--- src/rtl/apb_gen_pkg.sv ---
// Shared definitions for the generic APB3 master.
// Contents: the state encoding, and integer helpers that size the slave-index
// field and the timeout counter.
package apb_gen_pkg;

  localparam logic [1:0] ST_IDLE   = 2'd0;
  localparam logic [1:0] ST_SETUP  = 2'd1;
  localparam logic [1:0] ST_ACCESS = 2'd2;

  typedef enum logic [1:0] {
    IDLE   = ST_IDLE,
    SETUP  = ST_SETUP,
    ACCESS = ST_ACCESS
  } apb_state_e;

  // Smallest r such that (1 << r) >= v.
  function automatic int clog2(input int v);
    int r;
    r = 0;
    for (int i = 0; i < 31; i++) if ((1 << i) < v) r = i + 1;
    return r;
  endfunction

  // Width of the slave-index field. A single slave still gets one bit.
  function automatic int sel_w(input int n);
    return (clog2(n) < 1) ? 1 : clog2(n);
  endfunction

  // Width of a counter that can hold the value t (at least one bit).
  function automatic int tmo_w(input int t);
    return (clog2(t + 1) < 1) ? 1 : clog2(t + 1);
  endfunction

endpackage

--- src/rtl/apb_addr_decoder.sv ---
// Address-to-slave decoder for the APB master.
// Ports:
//   addr     in   ADDR_W   transfer address
//   idx      out  SEL_W    slave index taken from the top address bits
//   dec_err  out  1        index does not name an existing slave
// Purely combinational.
module apb_addr_decoder
  import apb_gen_pkg::*;
#(
  parameter int ADDR_W     = 8,
  parameter int NUM_SLAVES = 2,
  parameter int SEL_W      = sel_w(NUM_SLAVES)
) (
  input  logic [ADDR_W-1:0] addr,
  output logic [SEL_W-1:0]  idx,
  output logic              dec_err
);

  generate
    if (NUM_SLAVES == 1) begin : g_single
      // With one slave every address maps to it; the address is not decoded.
      logic unused_addr;
      assign unused_addr = ^addr;
      assign idx         = '0;
      assign dec_err     = 1'b0;
    end else begin : g_multi
      assign idx     = addr[ADDR_W-1 -: SEL_W];
      // Only reachable when NUM_SLAVES is not a power of two.
      assign dec_err = (int'(idx) >= NUM_SLAVES);
    end
  endgenerate

endmodule

--- src/rtl/apb_master_nslave.sv ---
// Parametrised APB3 master. Accepts one read/write request at a time on a
// valid/ready port and runs a single APB transfer (SETUP, ACCESS, wait states)
// to one of NUM_SLAVES slaves, then emits a one-cycle response pulse.
// Ports:
//   clk, resetn                       clock, synchronous active-low reset
//   req_valid/req_ready               request handshake (ready == IDLE)
//   req_write, req_addr, req_wdata    request payload
//   rsp_valid, rsp_rdata, rsp_err     completion pulse, read data, error
//   paddr, psel, penable, pwrite,
//   pwdata                            APB master outputs (registered)
//   prdata_bus, pready_bus,
//   pslverr_bus                       per-slave APB returns
module apb_master_nslave
  import apb_gen_pkg::*;
#(
  parameter int ADDR_W      = 8,
  parameter int DATA_W      = 8,
  parameter int NUM_SLAVES  = 2,
  parameter int TIMEOUT_CYC = 16
) (
  input  logic                         clk,
  input  logic                         resetn,
  input  logic                         req_valid,
  output logic                         req_ready,
  input  logic                         req_write,
  input  logic [ADDR_W-1:0]            req_addr,
  input  logic [DATA_W-1:0]            req_wdata,
  output logic                         rsp_valid,
  output logic [DATA_W-1:0]            rsp_rdata,
  output logic                         rsp_err,
  output logic [ADDR_W-1:0]            paddr,
  output logic [NUM_SLAVES-1:0]        psel,
  output logic                         penable,
  output logic                         pwrite,
  output logic [DATA_W-1:0]            pwdata,
  input  logic [NUM_SLAVES*DATA_W-1:0] prdata_bus,
  input  logic [NUM_SLAVES-1:0]        pready_bus,
  input  logic [NUM_SLAVES-1:0]        pslverr_bus
);

  localparam int SEL_W = sel_w(NUM_SLAVES);
  localparam int TMO_W = tmo_w(TIMEOUT_CYC);

  apb_state_e              state_q, state_d;
  logic [NUM_SLAVES-1:0]   psel_q, psel_d;
  logic                    penable_q, penable_d;
  logic                    pwrite_q, pwrite_d;
  logic [ADDR_W-1:0]       paddr_q, paddr_d;
  logic [DATA_W-1:0]       pwdata_q, pwdata_d;
  logic                    rsp_valid_q, rsp_valid_d;
  logic [DATA_W-1:0]       rsp_rdata_q, rsp_rdata_d;
  logic                    rsp_err_q, rsp_err_d;
  logic [TMO_W-1:0]        cnt_q, cnt_d;
  logic                    dec_err_q, dec_err_d;

  logic [SEL_W-1:0]        dec_idx;
  logic                    dec_err;
  logic [NUM_SLAVES-1:0]   dec_onehot;
  logic                    sel_ready, sel_err;
  logic [DATA_W-1:0]       sel_rdata;
  logic [TMO_W-1:0]        cnt_inc;
  logic                    timeout;

  apb_addr_decoder #(
    .ADDR_W     (ADDR_W),
    .NUM_SLAVES (NUM_SLAVES),
    .SEL_W      (SEL_W)
  ) u_dec (
    .addr    (req_addr),
    .idx     (dec_idx),
    .dec_err (dec_err)
  );

  // One-hot select for the decoded slave; all-zero on a decode error.
  always_comb begin
    dec_onehot = '0;
    for (int k = 0; k < NUM_SLAVES; k++)
      dec_onehot[k] = !dec_err && (int'(dec_idx) == k);
  end

  // The registered psel is the one-hot selector for the slave return mux.
  always_comb begin
    sel_ready = 1'b0;
    sel_err   = 1'b0;
    sel_rdata = '0;
    for (int k = 0; k < NUM_SLAVES; k++) begin
      if (psel_q[k]) begin
        sel_ready = pready_bus[k];
        sel_err   = pslverr_bus[k];
        sel_rdata = prdata_bus[k*DATA_W +: DATA_W];
      end
    end
  end

  // Timeout fires on the ACCESS cycle where the low-PREADY count reaches
  // TIMEOUT_CYC; PREADY in that same cycle takes priority.
  assign cnt_inc = cnt_q + TMO_W'(1);
  assign timeout = (TIMEOUT_CYC != 0) && (cnt_inc == TMO_W'(TIMEOUT_CYC));

  always_comb begin
    state_d     = state_q;
    psel_d      = psel_q;
    penable_d   = penable_q;
    pwrite_d    = pwrite_q;
    paddr_d     = paddr_q;
    pwdata_d    = pwdata_q;
    rsp_valid_d = 1'b0;
    rsp_rdata_d = rsp_rdata_q;
    rsp_err_d   = rsp_err_q;
    cnt_d       = cnt_q;
    dec_err_d   = dec_err_q;
    unique case (state_q)
      IDLE: begin
        if (req_valid) begin
          paddr_d   = req_addr;
          pwdata_d  = req_wdata;
          pwrite_d  = req_write;
          psel_d    = dec_onehot;
          dec_err_d = dec_err;
          cnt_d     = '0;
          state_d   = SETUP;
        end
      end
      SETUP: begin
        if (dec_err_q) begin
          state_d     = IDLE;
          rsp_valid_d = 1'b1;
          rsp_err_d   = 1'b1;
          rsp_rdata_d = '0;
        end else begin
          penable_d = 1'b1;
          state_d   = ACCESS;
        end
      end
      ACCESS: begin
        if (sel_ready) begin
          state_d     = IDLE;
          psel_d      = '0;
          penable_d   = 1'b0;
          cnt_d       = '0;
          rsp_valid_d = 1'b1;
          rsp_err_d   = sel_err;
          rsp_rdata_d = (!pwrite_q && !sel_err) ? sel_rdata : '0;
        end else if (timeout) begin
          state_d     = IDLE;
          psel_d      = '0;
          penable_d   = 1'b0;
          cnt_d       = '0;
          rsp_valid_d = 1'b1;
          rsp_err_d   = 1'b1;
          rsp_rdata_d = '0;
        end else begin
          cnt_d = cnt_inc;
        end
      end
      default: state_d = IDLE;
    endcase
  end

  always_ff @(posedge clk) begin
    if (!resetn) begin
      state_q     <= IDLE;
      psel_q      <= '0;
      penable_q   <= 1'b0;
      pwrite_q    <= 1'b0;
      paddr_q     <= '0;
      pwdata_q    <= '0;
      rsp_valid_q <= 1'b0;
      rsp_rdata_q <= '0;
      rsp_err_q   <= 1'b0;
      cnt_q       <= '0;
      dec_err_q   <= 1'b0;
    end else begin
      state_q     <= state_d;
      psel_q      <= psel_d;
      penable_q   <= penable_d;
      pwrite_q    <= pwrite_d;
      paddr_q     <= paddr_d;
      pwdata_q    <= pwdata_d;
      rsp_valid_q <= rsp_valid_d;
      rsp_rdata_q <= rsp_rdata_d;
      rsp_err_q   <= rsp_err_d;
      cnt_q       <= cnt_d;
      dec_err_q   <= dec_err_d;
    end
  end

  assign req_ready = (state_q == IDLE);
  assign psel      = psel_q;
  assign penable   = penable_q;
  assign pwrite    = pwrite_q;
  assign paddr     = paddr_q;
  assign pwdata    = pwdata_q;
  assign rsp_valid = rsp_valid_q;
  assign rsp_rdata = rsp_rdata_q;
  assign rsp_err   = rsp_err_q;

endmodule

--- config.mk ---
export PLATFORM = sky130hd
export DESIGN_NAME = apb_master_nslave
export DESIGN_NICKNAME = d
export VERILOG_FILES = /design/src/rtl/apb_gen_pkg.sv /design/src/rtl/apb_addr_decoder.sv /design/src/rtl/apb_master_nslave.sv
export SDC_FILE = /design/constraint.sdc
export NUM_CORES = 1
export LEC_CHECK = 0
export ABC_AREA = 1
export CORE_AREA = 4 4 80 82
export CTS_BUF_LIST = sky130_fd_sc_hd__clkbuf_2
export DETAILED_ROUTE_END_ITERATION = 6
export DIE_AREA = 0 0 84 86
export DONT_BUFFER_PORTS = 1
export PLACE_DENSITY_LB_ADDON = 0.2
export SLEW_MARGIN = 10
export SYNTH_ARGS = -nofsm -noshare
export SYNTH_HDL_FRONTEND = slang
export SYNTH_SLANG_ARGS = --single-unit
--- constraint.sdc ---
create_clock -name clk -period 2.3 [get_ports clk]
set_clock_uncertainty 0.2 [all_clocks]
set_input_delay 0.46 -clock clk [delete_from_list [all_inputs] [get_ports clk]]
set_output_delay 0.46 -clock clk [all_outputs]
set_load 0.02 [all_outputs]
==> results of run 1 <==
-- worst paths after layout --
kind / startpoint / slack [ns] / cells past startpoint / endpoint
worst max-delay path: psel[0]$_SDFFE_PN0P_ / 0.37 / 10 / rsp_rdata[0]$_SDFFE_PN0P_
worst min-delay path: req_addr[7] / 0.05 / 2 / psel[1]$_SDFFE_PN0P_
worst max register to register: psel[0]$_SDFFE_PN0P_ / 0.37 / 10 / rsp_rdata[0]$_SDFFE_PN0P_
worst min register to register: cnt_q[4]$_SDFFE_PN0P_ / 0.30 / 2 / cnt_q[4]$_SDFFE_PN0P_
-- cells in the mapped netlist (2+ instances only) --
cell,number,area (um2)
sky130_fd_sc_hd__a21oi_1,17,85.1
sky130_fd_sc_hd__buf_2,5,25.0
sky130_fd_sc_hd__clkbuf_1,3,11.3
sky130_fd_sc_hd__clkinv_1,2,7.51
sky130_fd_sc_hd__dfxtp_1,37,741
sky130_fd_sc_hd__inv_1,10,37.5
sky130_fd_sc_hd__inv_2,2,7.51
sky130_fd_sc_hd__nand2_1,55,206
sky130_fd_sc_hd__nand2_2,2,12.5
sky130_fd_sc_hd__nand3_1,19,95.1
sky130_fd_sc_hd__nand3_2,2,20.0
sky130_fd_sc_hd__nand4_1,2,12.5
sky130_fd_sc_hd__nor2_1,45,169
sky130_fd_sc_hd__nor2_2,2,12.5
sky130_fd_sc_hd__nor2_4,2,22.5
sky130_fd_sc_hd__o21ai_0,18,90.1
-- cell families after synthesis --
logic type | Yosys count | share of synthesized area
AO/OA/AOI/OAI | 37 | 0.116
adder cells (fa/ha/maj) | 1 | 0.00756
buffers and inverters | 23 | 0.0627
flip-flops | 37 | 0.447
AND/OR/NAND/NOR | 133 | 0.367
-- routing by layer --
layer | GRT usage | part of all wire
met1 | 0.162 | 0.44
met2 | 0.200 | 0.46
met3 | 0.0596 | 0.092
met4 | 0.0307 | 0.0048
met5 | 0 | 0
-- critical path, delay by kind of cell (launching register included) --
kind,cells,cell delay [ns]
buf+inv,1,0.12
simple gates,9,1.03
flops,1,0.54
-- state kept, by name, summed over array words and instances (netlist names) --
register   count
psel           2
rsp_rdata      8
cnt_q          5
pwdata         8
rsp_err        1
state_q        2
penable        1
rsp_valid      1
paddr          8
pwrite         1
-- layout make-up --
cell class	instances	area (um2)	area share
Timing Repair Buffer	21	200	0.102
Tap cell	75	93.8	0.0476
Clock inverter	3	46.3	0.0235
Inverter	14	52.6	0.0267
Multi-Input combinational cell	171	811	0.412
Sequential cell	37	741	0.376
Clock buffer	5	25.0	0.0127
-- timing repair --
action / CTS / global route
hold buffers: 17 / 0
buffers inserted: 0 / 0
endpoints found under the hold margin: 27 / 0
-- where the power goes --
group,leakage [uW],internal (uW),switching (uW)
Clock,0.0000392,185,232
Sequential,0.000304,690,90.3
Combinational,0.000457,79.7,128
Total,0.000800,955,450
-- per-stage QoR --
stage,cells,hold WS (ns),util,instance area [um2]
after floorplan,231,0.257,-,1660
after global placement,301,0.278,0.301,1730
after detailed placement,301,0.282,0.301,1730
after CTS,326,0.0135,0.343,1970
after global routing,326,0.0227,0.343,1970
final,326,0.0482,0.343,1970
==> metrics.txt, run 1 <==
# TYPE chip_impl_metric gauge
chip_impl_info{name="run_status",value="finished, final reports clean"} 1
chip_impl_metric{name="route.detailed.vias_per_inst",unit=""} 4.50
chip_impl_metric{name="grt_pass1_vias",unit=""} 1475
chip_impl_info{name="synth_top_flop_cell",value="sky130_fd_sc_hd__dfxtp_1"} 1
chip_impl_metric{name="yosysSeqAreaShare",unit=""} 0.447
chip_impl_metric{name="detail_route.first_pass.iterations",unit=""} 4
chip_impl_metric{name="synth.cell_area",unit="mm2"} 0.00166
chip_impl_metric{name="start_util",unit=""} 0.288
chip_impl_metric{name="wire_per_inst",unit="um"} 13.5
chip_impl_metric{name="power_density",unit="mW/mm2"} 714
chip_impl_metric{name="syn_inst",unit=""} 231
chip_impl_metric{name="io-pin-count",unit=""} 71
chip_impl_metric{name="clock_sink_count",unit=""} 37
chip_impl_metric{name="antenna_cells_inserted",unit=""} 0
chip_impl_metric{name="slew_headroom",unit=""} 0.388
chip_impl_metric{name="synth_edf_count",unit=""} 0
chip_impl_metric{name="post_synthesis_async_set_or_reset_flop_share",unit=""} 0
chip_impl_metric{name="synthToLayoutAreaGrowth",unit="%"} 19.0
chip_impl_metric{name="fp.dieW",unit="um"} 84
chip_impl_metric{name="drt_drc_violations_left",unit=""} 0
chip_impl_metric{name="via_count",unit=""} 1468
chip_impl_info{name="min_path_type",value="input port to flip-flop"} 1
chip_impl_metric{name="share_of_cells_above_drive_strength_1",unit=""} 0.104
chip_impl_metric{name="synth_fp_nets",unit=""} 272
chip_impl_info{name="worst_setup_path_start_kind",value="flip-flop"} 1
chip_impl_metric{name="cts.clk_slew.worst_paths",unit="ns"} 0.21
chip_impl_metric{name="grt_overflow",unit=""} 0
chip_impl_metric{name="track_usage",unit=""} 0.128
chip_impl_metric{name="finalPower",unit="uW"} 1410
chip_impl_metric{name="grt_antenna_before_repair",unit=""} 0
chip_impl_info{name="criticalPathCategory",value="flip-flop to flip-flop"} 1
chip_impl_metric{name="cts.htree.levels",unit=""} 2
chip_impl_metric{name="synth_cell_types",unit=""} 24
chip_impl_metric{name="finalWorstSetupSlack",unit="ns"} 0.366
chip_impl_metric{name="drv_cap",unit=""} 0
chip_impl_metric{name="timing.fmax",unit="GHz"} 0.517
chip_impl_metric{name="route.antenna.remaining_nets",unit=""} 0
chip_impl_metric{name="hpwl",unit="um"} 3020
chip_impl_metric{name="finalCriticalPeriod",unit="ns"} 1.93
chip_impl_metric{name="pre_cts_ws",unit="ns"} 0.414
chip_impl_metric{name="worst-endpoint-required",unit="ns"} 2.44
chip_impl_metric{name="tightest_slew",unit="ns"} 0.914
chip_impl_info{name="cell_type_of_the_slowest_stage_on_the_worst_timing_path",value="sky130_fd_sc_hd__dfxtp_1"} 1
chip_impl_metric{name="grt_start_max_net_pins",unit=""} 28
chip_impl_info{name="final_common_cell",value="sky130_fd_sc_hd__nand2_1"} 1
chip_impl_metric{name="gp_routability_congestion",unit=""} 0.792
chip_impl_metric{name="final_net_count",unit=""} 291
chip_impl_metric{name="worst_ir_drop_vdd",unit="uV"} 360
chip_impl_metric{name="numCtsBuffers",unit=""} 5
chip_impl_metric{name="p_leak",unit="uW"} 0.000800
chip_impl_metric{name="layout.filler_cells",unit=""} 628
chip_impl_metric{name="timing_hold_violations_final",unit=""} 0
chip_impl_info{name="critical_path.cell_chain",value="inv_1 > nor2_4 > nand2_2 > nand2_4 > nor2_8 > nand2_8 > nand2_2 > nand2_1 > nand2_1 > nor2_1"} 1
chip_impl_metric{name="worst_ep_arrival_time",unit="ns"} 2.08
chip_impl_metric{name="core_area",unit="mm2"} 0.00575
chip_impl_metric{name="ys_ff_latch",unit=""} 37
chip_impl_metric{name="warnings_synthesis",unit=""} 0
chip_impl_info{name="cts-root-buf",value="sky130_fd_sc_hd__clkbuf_2"} 1
chip_impl_info{name="cts_tree",value="built"} 1
chip_impl_metric{name="layout_worst_path_cycle_share",unit=""} 0.841
chip_impl_metric{name="cts_resized",unit=""} 0
chip_impl_metric{name="ctsLongestPathBuffers",unit=""} 2
chip_impl_metric{name="worst_skew_pair.late_latency",unit="ns"} 0.39
chip_impl_info{name="cp-end-kind",value="flip-flop"} 1
chip_impl_metric{name="grt_first_pass_wirelength",unit="um"} 7310
chip_impl_metric{name="fp.dieArea",unit="mm2"} 0.00722
chip_impl_metric{name="1st_iter_drt_viols",unit=""} 69
chip_impl_metric{name="die_y",unit="um"} 86
chip_impl_metric{name="syn-mean-instance-area",unit="um2"} 7.17
chip_impl_info{name="final_cell_mix",value="sky130_fd_sc_hd__nand2_1, sky130_fd_sc_hd__nor2_1, sky130_fd_sc_hd__dfxtp_1"} 1
chip_impl_metric{name="timing.final.max_slew_violations",unit=""} 0
chip_impl_metric{name="finalSetupViolations",unit=""} 0
chip_impl_metric{name="cpPeakStageDelay",unit="ns"} 0.54
chip_impl_metric{name="final_total_negative_setup_slack",unit="ns"} 0
chip_impl_metric{name="crit_fanout",unit=""} 18
chip_impl_info{name="unrepaired_setup_endpoints_after_global_routing",value="false"} 1
chip_impl_metric{name="drt-total-wl",unit="um"} 4390
chip_impl_metric{name="num_rows",unit=""} 28
chip_impl_metric{name="place.port_buffers",unit=""} 0
No activity file was read; power rests on OpenSTA's default activity.
==> run 2, diff against run 1 <==
==> constraint.sdc (replaced) <==
create_clock -name clk -period 2 [get_ports clk]
set_clock_uncertainty 0.2 [all_clocks]
set_input_delay 0.4 -clock clk [delete_from_list [all_inputs] [get_ports clk]]
set_output_delay 0.4 -clock clk [all_outputs]
set_load 0.02 [all_outputs]
==> run 2 against run 1 <==
  * Flip-flop and latch count did not move
  * Wire length rose by 1.4%
  * Worst setup slack got worse by 0.16 ns
  * Count of clock-buffer cells in the layout rose by 1
  * Register-to-register slack got worse by 0.16 ns
  * Global-route usage barely moved
  * Total power rose by 6.3%
  * Hold slack got worse by 0.026 ns
  * Largest power group unchanged
==> metrics.txt, run 2 (same netlist as run 1, synthesis figures left out) <==
# TYPE chip_impl_metric gauge
chip_impl_metric{name="grt_antenna_before_repair",unit=""} 0
chip_impl_metric{name="final_total_negative_setup_slack",unit="ns"} 0
chip_impl_info{name="cts-root-buf",value="sky130_fd_sc_hd__clkbuf_2"} 1
chip_impl_metric{name="tightest_slew",unit="ns"} 0.885
chip_impl_metric{name="grt_first_pass_wirelength",unit="um"} 7390
chip_impl_metric{name="share_of_power_burned_in_combinational_logic",unit=""} 0.167
chip_impl_metric{name="timing_hold_violations_final",unit=""} 0
chip_impl_metric{name="numCtsBuffers",unit=""} 5
chip_impl_metric{name="crit_fanout",unit=""} 18
chip_impl_metric{name="detail_route.first_pass.iterations",unit=""} 4
chip_impl_metric{name="timing.fmax",unit="GHz"} 0.558
chip_impl_metric{name="worst_ir_drop_vdd",unit="uV"} 402
chip_impl_metric{name="synthToLayoutAreaGrowth",unit="%"} 18.6
chip_impl_info{name="critical_path.cell_chain",value="nor2_4 > nand2_2 > nand2_4 > nor2_8 > nand2_8 > nand2_2 > nand2_1 > nand2_1 > nor2_1"} 1
chip_impl_metric{name="drt_drc_violations_left",unit=""} 0
chip_impl_metric{name="multiInputGateArea",unit="um2"} 811
chip_impl_metric{name="filler_free_cell_count_of_the_finished_design",unit=""} 329
chip_impl_metric{name="worstHoldPathCells",unit=""} 2
chip_impl_metric{name="cpPeakStageDelay",unit="ns"} 0.45
chip_impl_metric{name="worst-endpoint-required",unit="ns"} 2.14
chip_impl_metric{name="final_net_count",unit=""} 294
chip_impl_metric{name="gp_routability_congestion",unit=""} 0.758
chip_impl_metric{name="grt_start_max_net_pins",unit=""} 28
chip_impl_metric{name="slew_headroom",unit=""} 0.408
chip_impl_metric{name="route.antenna.remaining_nets",unit=""} 0
chip_impl_metric{name="fp.dieW",unit="um"} 84
chip_impl_metric{name="fin_worst_hold_slack",unit="ns"} 0.0220
chip_impl_info{name="final_cell_mix",value="sky130_fd_sc_hd__nand2_1, sky130_fd_sc_hd__nor2_1, sky130_fd_sc_hd__dfxtp_1"} 1
chip_impl_metric{name="clock_sink_count",unit=""} 37
chip_impl_metric{name="grt_pass1_vias",unit=""} 1502
chip_impl_metric{name="share_of_cells_above_drive_strength_1",unit=""} 0.110
chip_impl_metric{name="track_usage",unit=""} 0.128
chip_impl_metric{name="num_rows",unit=""} 28
chip_impl_metric{name="r2r.worst_path.cells",unit=""} 9
chip_impl_metric{name="ctsLongestPathBuffers",unit=""} 2
chip_impl_metric{name="pre_cts_ws",unit="ns"} 0.269
chip_impl_metric{name="p_leak",unit="uW"} 0.000807
chip_impl_metric{name="worst_ep_arrival_time",unit="ns"} 1.93
chip_impl_metric{name="antenna_cells_inserted",unit=""} 0
chip_impl_info{name="cp-end-kind",value="flip-flop"} 1
chip_impl_metric{name="drv_cap",unit=""} 0
chip_impl_info{name="run_status",value="finished, final reports clean"} 1
chip_impl_metric{name="sequential_group_share_of_total_power",unit=""} 0.597
chip_impl_metric{name="timing.final.max_slew_violations",unit=""} 0
chip_impl_metric{name="grt_overflow",unit=""} 0
chip_impl_metric{name="place.port_buffers",unit=""} 0
chip_impl_metric{name="worst_skew_pair.late_latency",unit="ns"} 0.40
chip_impl_metric{name="wire_per_inst",unit="um"} 13.5
chip_impl_info{name="cts_tree",value="built"} 1
chip_impl_metric{name="post_cts_hold_buffer_count",unit=""} 17
chip_impl_info{name="min_path_type",value="input port to flip-flop"} 1
chip_impl_metric{name="post-place-cells",unit=""} 303
chip_impl_metric{name="cts_resized",unit=""} 0
chip_impl_metric{name="cts_setup_buffers",unit=""} 0
chip_impl_info{name="cell_type_of_the_slowest_stage_on_the_worst_timing_path",value="sky130_fd_sc_hd__dfxtp_1"} 1
chip_impl_metric{name="start_util",unit=""} 0.288
chip_impl_metric{name="power_frac_clock",unit=""} 0.235
chip_impl_metric{name="fp.dieArea",unit="mm2"} 0.00722
chip_impl_metric{name="total_switching_power",unit="uW"} 515
chip_impl_metric{name="io-pin-count",unit=""} 71
chip_impl_metric{name="area.sequential",unit="um2"} 741
chip_impl_metric{name="power_density",unit="mW/mm2"} 761
chip_impl_metric{name="hpwl",unit="um"} 3060
chip_impl_metric{name="cts.htree.levels",unit=""} 2
chip_impl_metric{name="drt-total-wl",unit="um"} 4450
chip_impl_metric{name="via_count",unit=""} 1476
chip_impl_metric{name="power_report.internal_total",unit="uW"} 979
chip_impl_metric{name="core_area",unit="mm2"} 0.00575
chip_impl_metric{name="swShare",unit=""} 0.345
chip_impl_metric{name="layout.filler_cells",unit=""} 650
chip_impl_metric{name="finalCriticalPeriod",unit="ns"} 1.79
chip_impl_metric{name="cts.clk_slew.worst_paths",unit="ns"} 0.22
chip_impl_info{name="final_common_cell",value="sky130_fd_sc_hd__nand2_1"} 1
chip_impl_metric{name="finalWorstSetupSlack",unit="ns"} 0.208
chip_impl_metric{name="layout_worst_path_cycle_share",unit=""} 0.896
chip_impl_metric{name="die_y",unit="um"} 86
chip_impl_metric{name="route.detailed.vias_per_inst",unit=""} 4.49
chip_impl_info{name="unrepaired_setup_endpoints_after_global_routing",value="false"} 1
chip_impl_info{name="worst_setup_path_start_kind",value="flip-flop"} 1
chip_impl_info{name="criticalPathCategory",value="flip-flop to flip-flop"} 1
chip_impl_metric{name="finalSetupViolations",unit=""} 0
chip_impl_metric{name="1st_iter_drt_viols",unit=""} 45
[run 2: per-layer routing]
layer  track usage  part of all wire  wire [um]
met5             0                 0          0
met4        0.0307            0.0097         43
met1         0.155              0.45       2010
met3        0.0615             0.096        429
met2         0.208              0.44       1970
[run 2: final cells by class]
cell class / instances / share of cell area
clock inverters: 2 / 0.00510
inverters: 14 / 0.0268
repair buffers: 24 / 0.115
well taps: 75 / 0.0478
clock buffers: 6 / 0.0153
multi-input cells: 171 / 0.413
flip-flops and latches: 37 / 0.377
[run 2: worst paths after layout]
check	from	end	slack [ns]
setup reg to reg	psel[1]$_SDFFE_PN0P_	rsp_rdata[0]$_SDFFE_PN0P_	0.21
setup / recovery	psel[1]$_SDFFE_PN0P_	rsp_rdata[0]$_SDFFE_PN0P_	0.21
hold / removal	resetn	rsp_err$_SDFFE_PN0P_	0.02
hold reg to reg	cnt_q[4]$_SDFFE_PN0P_	cnt_q[4]$_SDFFE_PN0P_	0.30
[run 2: per-stage QoR]
step	power (uW)	utilization	instance area, um2
floorplan	1080	-	1660
global placement	1130	0.303	1740
detailed placement	1130	0.303	1740
CTS	1510	0.340	1950
global route	1600	0.342	1960
finish	1490	0.342	1960
[run 2: power by group through the flow]
stage	clock (uW)	sequential, uW	combinational [uW]
global placement	0	911	215
finish	351	893	250
detailed placement	0	909	219
global route	405	903	289
floorplan	0	900	177
CTS	367	895	252
[run 2: critical path, delay by kind of cell (launching register included)]
kind,cells,cell delay (ns)
flip-flops,1,0.45
AND/OR/NAND/NOR,9,1.08
==> run 3, diff against run 2 <==
--- a/config.mk
+++ b/config.mk
@@ -6,10 +6,10 @@
 export NUM_CORES = 1
 export LEC_CHECK = 0
 export ABC_AREA = 1
-export CORE_AREA = 4 4 80 82
+export CORE_AREA = 2 2 78 80
 export CTS_BUF_LIST = sky130_fd_sc_hd__clkbuf_2
 export DETAILED_ROUTE_END_ITERATION = 6
-export DIE_AREA = 0 0 84 86
+export DIE_AREA = 0 0 80 82
 export DONT_BUFFER_PORTS = 1
 export PLACE_DENSITY_LB_ADDON = 0.2
 export SLEW_MARGIN = 10
==> run 3 against run 2 <==
  * Hold slack improved by 0.025 ns
  * Register-to-register slack improved by 0.02 ns
  * Critical endpoint is now cnt_q[0]$_SDFFE_PN0P_
  * Design area increased by 1.5%
  * Critical path type is now input port to flip-flop
  * Flip-flop and latch count unchanged
  * Non-clock buffer count unchanged
  * Via count decreased by 1.5%
==> metrics.txt, run 3 (same netlist as run 1, synthesis figures left out) <==
# TYPE chip_impl_metric gauge
chip_impl_info{name="run_status",value="finished, final reports clean"} 1
chip_impl_metric{name="share_of_power_burned_in_combinational_logic",unit=""} 0.155
chip_impl_metric{name="route.detailed.vias_per_inst",unit=""} 4.42
chip_impl_info{name="min_path_type",value="input port to flip-flop"} 1
chip_impl_metric{name="io-pin-count",unit=""} 71
chip_impl_info{name="final_cell_mix",value="sky130_fd_sc_hd__nand2_1, sky130_fd_sc_hd__nor2_1, sky130_fd_sc_hd__dfxtp_1"} 1
chip_impl_metric{name="grt_antenna_before_repair",unit=""} 0
chip_impl_metric{name="cts_setup_buffers",unit=""} 0
chip_impl_metric{name="fp.dieArea",unit="mm2"} 0.00656
chip_impl_info{name="final_common_cell",value="sky130_fd_sc_hd__nand2_1"} 1
chip_impl_info{name="holdCritStartpoint",value="resetn"} 1
chip_impl_metric{name="fin_worst_hold_slack",unit="ns"} 0.0474
chip_impl_metric{name="core_area",unit="mm2"} 0.00575
chip_impl_metric{name="route.antenna.remaining_nets",unit=""} 0
chip_impl_metric{name="post-place-cells",unit=""} 303
chip_impl_metric{name="grt_start_max_net_pins",unit=""} 28
chip_impl_metric{name="power_density",unit="mW/mm2"} 818
chip_impl_metric{name="cts_resized",unit=""} 0
chip_impl_info{name="criticalPathCategory",value="input port to flip-flop"} 1
chip_impl_metric{name="final_net_count",unit=""} 294
chip_impl_metric{name="sequential_group_share_of_total_power",unit=""} 0.547
chip_impl_metric{name="clock_sink_count",unit=""} 37
chip_impl_metric{name="num_rows",unit=""} 28
chip_impl_metric{name="tightest_slew",unit="ns"} 0.970
chip_impl_metric{name="power_report.internal_total",unit="uW"} 1110
chip_impl_metric{name="finalCriticalPeriod",unit="ns"} 1.82
chip_impl_metric{name="cts.htree.levels",unit=""} 2
chip_impl_metric{name="cpPeakStageDelay",unit="ns"} 1.17
chip_impl_info{name="cell_type_of_the_slowest_stage_on_the_worst_timing_path",value="sky130_fd_sc_hd__dlygate4sd3_1"} 1
chip_impl_metric{name="1st_iter_drt_viols",unit=""} 57
chip_impl_metric{name="antenna_cells_inserted",unit=""} 0
chip_impl_metric{name="share_of_cells_above_drive_strength_1",unit=""} 0.110
chip_impl_info{name="cts-root-buf",value="sky130_fd_sc_hd__clkbuf_2"} 1
chip_impl_metric{name="drt_drc_violations_left",unit=""} 0
chip_impl_metric{name="filler_free_cell_count_of_the_finished_design",unit=""} 329
chip_impl_metric{name="power_frac_clock",unit=""} 0.298
chip_impl_metric{name="track_usage",unit=""} 0.134
chip_impl_metric{name="place.port_buffers",unit=""} 0
chip_impl_info{name="cp-end-kind",value="flip-flop"} 1
chip_impl_metric{name="drt-total-wl",unit="um"} 4240
chip_impl_metric{name="swShare",unit=""} 0.318
chip_impl_metric{name="grt_first_pass_wirelength",unit="um"} 6640
chip_impl_metric{name="layout_worst_path_cycle_share",unit=""} 0.908
chip_impl_info{name="worst_setup_path_start_kind",value="input port"} 1
chip_impl_metric{name="timing_hold_violations_final",unit=""} 0
chip_impl_metric{name="die_y",unit="um"} 82
chip_impl_metric{name="ctsLongestPathBuffers",unit=""} 2
chip_impl_metric{name="worst_ep_arrival_time",unit="ns"} 1.93
chip_impl_metric{name="via_count",unit=""} 1454
chip_impl_info{name="worstReg2RegStart",value="psel[1]$_SDFFE_PN0P_"} 1
chip_impl_info{name="critical_path.cell_chain",value="dlygate4sd3_1 > o21ai_0 > a21oi_1"} 1
chip_impl_info{name="hold_end",value="psel[1]$_SDFFE_PN0P_"} 1
chip_impl_metric{name="timing.final.max_slew_violations",unit=""} 0
chip_impl_metric{name="start_util",unit=""} 0.288
chip_impl_metric{name="critical_path.n_buffers_inverters",unit=""} 1
chip_impl_metric{name="detail_route.first_pass.iterations",unit=""} 4
chip_impl_metric{name="worst-endpoint-required",unit="ns"} 2.12
chip_impl_metric{name="worstHoldPathCells",unit=""} 2
chip_impl_metric{name="final_total_negative_setup_slack",unit="ns"} 0
chip_impl_metric{name="grt_overflow",unit=""} 0
chip_impl_metric{name="crit_fanout",unit=""} 27
chip_impl_info{name="path_delay_family",value="buffers and inverters"} 1
chip_impl_metric{name="slew_headroom",unit=""} 0.351
chip_impl_metric{name="hpwl",unit="um"} 2950
chip_impl_info{name="worst_reg2reg_endpoint",value="rsp_rdata[0]$_SDFFE_PN0P_"} 1
chip_impl_metric{name="r2r.worst_path.cells",unit=""} 9
chip_impl_metric{name="total_switching_power",unit="uW"} 518
chip_impl_metric{name="grt_pass1_vias",unit=""} 1379
chip_impl_metric{name="timing.fmax",unit="GHz"} 0.551
chip_impl_metric{name="numCtsBuffers",unit=""} 5
chip_impl_metric{name="cts.clk_slew.worst_paths",unit="ns"} 0.23
chip_impl_metric{name="gp_routability_congestion",unit=""} 0.752
chip_impl_info{name="cts_tree",value="built"} 1
chip_impl_metric{name="finalSetupViolations",unit=""} 0
chip_impl_metric{name="synthToLayoutAreaGrowth",unit="%"} 20.3
chip_impl_info{name="unrepaired_setup_endpoints_after_global_routing",value="false"} 1
chip_impl_metric{name="wire_per_inst",unit="um"} 12.9
chip_impl_metric{name="drv_cap",unit=""} 0
chip_impl_metric{name="fp.dieW",unit="um"} 80
chip_impl_metric{name="timing.reg2reg.setup_slack",unit="ns"} 0.23
chip_impl_metric{name="worst_ir_drop_vdd",unit="uV"} 282
chip_impl_metric{name="worst_skew_pair.late_latency",unit="ns"} 0.39
chip_impl_metric{name="p_leak",unit="uW"} 0.000818
chip_impl_metric{name="post_cts_hold_buffer_count",unit=""} 18
## run 3: worst max-delay path by stage
stage | end | slack, ns | depth (start not counted) | from
finish | cnt_q[0]$_SDFFE_PN0P_ | 0.18 | 3 | resetn
global route | rsp_rdata[0]$_SDFFE_PN0P_ | 0.05 | 10 | psel[0]$_SDFFE_PN0P_
CTS | cnt_q[0]$_SDFFE_PN0P_ | 0.16 | 3 | resetn
detailed placement | rsp_rdata[0]$_SDFFE_PN0P_ | 0.31 | 8 | cnt_q[0]$_SDFFE_PN0P_
global placement | rsp_rdata[0]$_SDFFE_PN0P_ | 0.31 | 9 | cnt_q[0]$_SDFFE_PN0P_
floorplan | rsp_err$_SDFFE_PN0P_ | 0.38 | 9 | psel[0]$_SDFFE_PN0P_
## run 3: power by group through the flow
| stage | combinational (uW) | sequential (uW) | clock [uW] |
|---|---|---|---|
| after floorplan | 177 | 900 | 0 |
| after global placement | 219 | 908 | 0 |
| after detailed placement | 221 | 907 | 0 |
| after CTS | 257 | 893 | 505 |
| after global routing | 289 | 900 | 538 |
| final | 252 | 891 | 485 |
## run 3: area by class of cell
cell class,instances,area (um2)
Timing Repair Buffer,24,225
Fill cell,640,3750
Tap cell,75,93.8
Clock buffer,6,30.0
Sequential cell,37,741
Inverter,14,52.6
Multi-Input combinational cell,171,811
Clock inverter,2,38.8
## run 3: metal layers
metal,routed length (um),GRT usage,vias to the layer above,part of all wire
li1,-,-,787,-
met1,1950,0.159,614,0.46
met2,1960,0.225,51,0.46
met3,307,0.0538,2,0.072
met4,15,0.0356,0,0.0035
met5,0,0,-,0
## run 3: through the flow
stage	cell area (um2)	worst slack, ns	power [uW]	utilization
after CTS	1990	0.164	1650	0.347
after global routing	1990	0.0486	1730	0.347
final	1990	0.184	1630	0.347
after floorplan	1660	0.378	1080	-
after global placement	1740	0.313	1130	0.303
after detailed placement	1740	0.308	1130	0.303
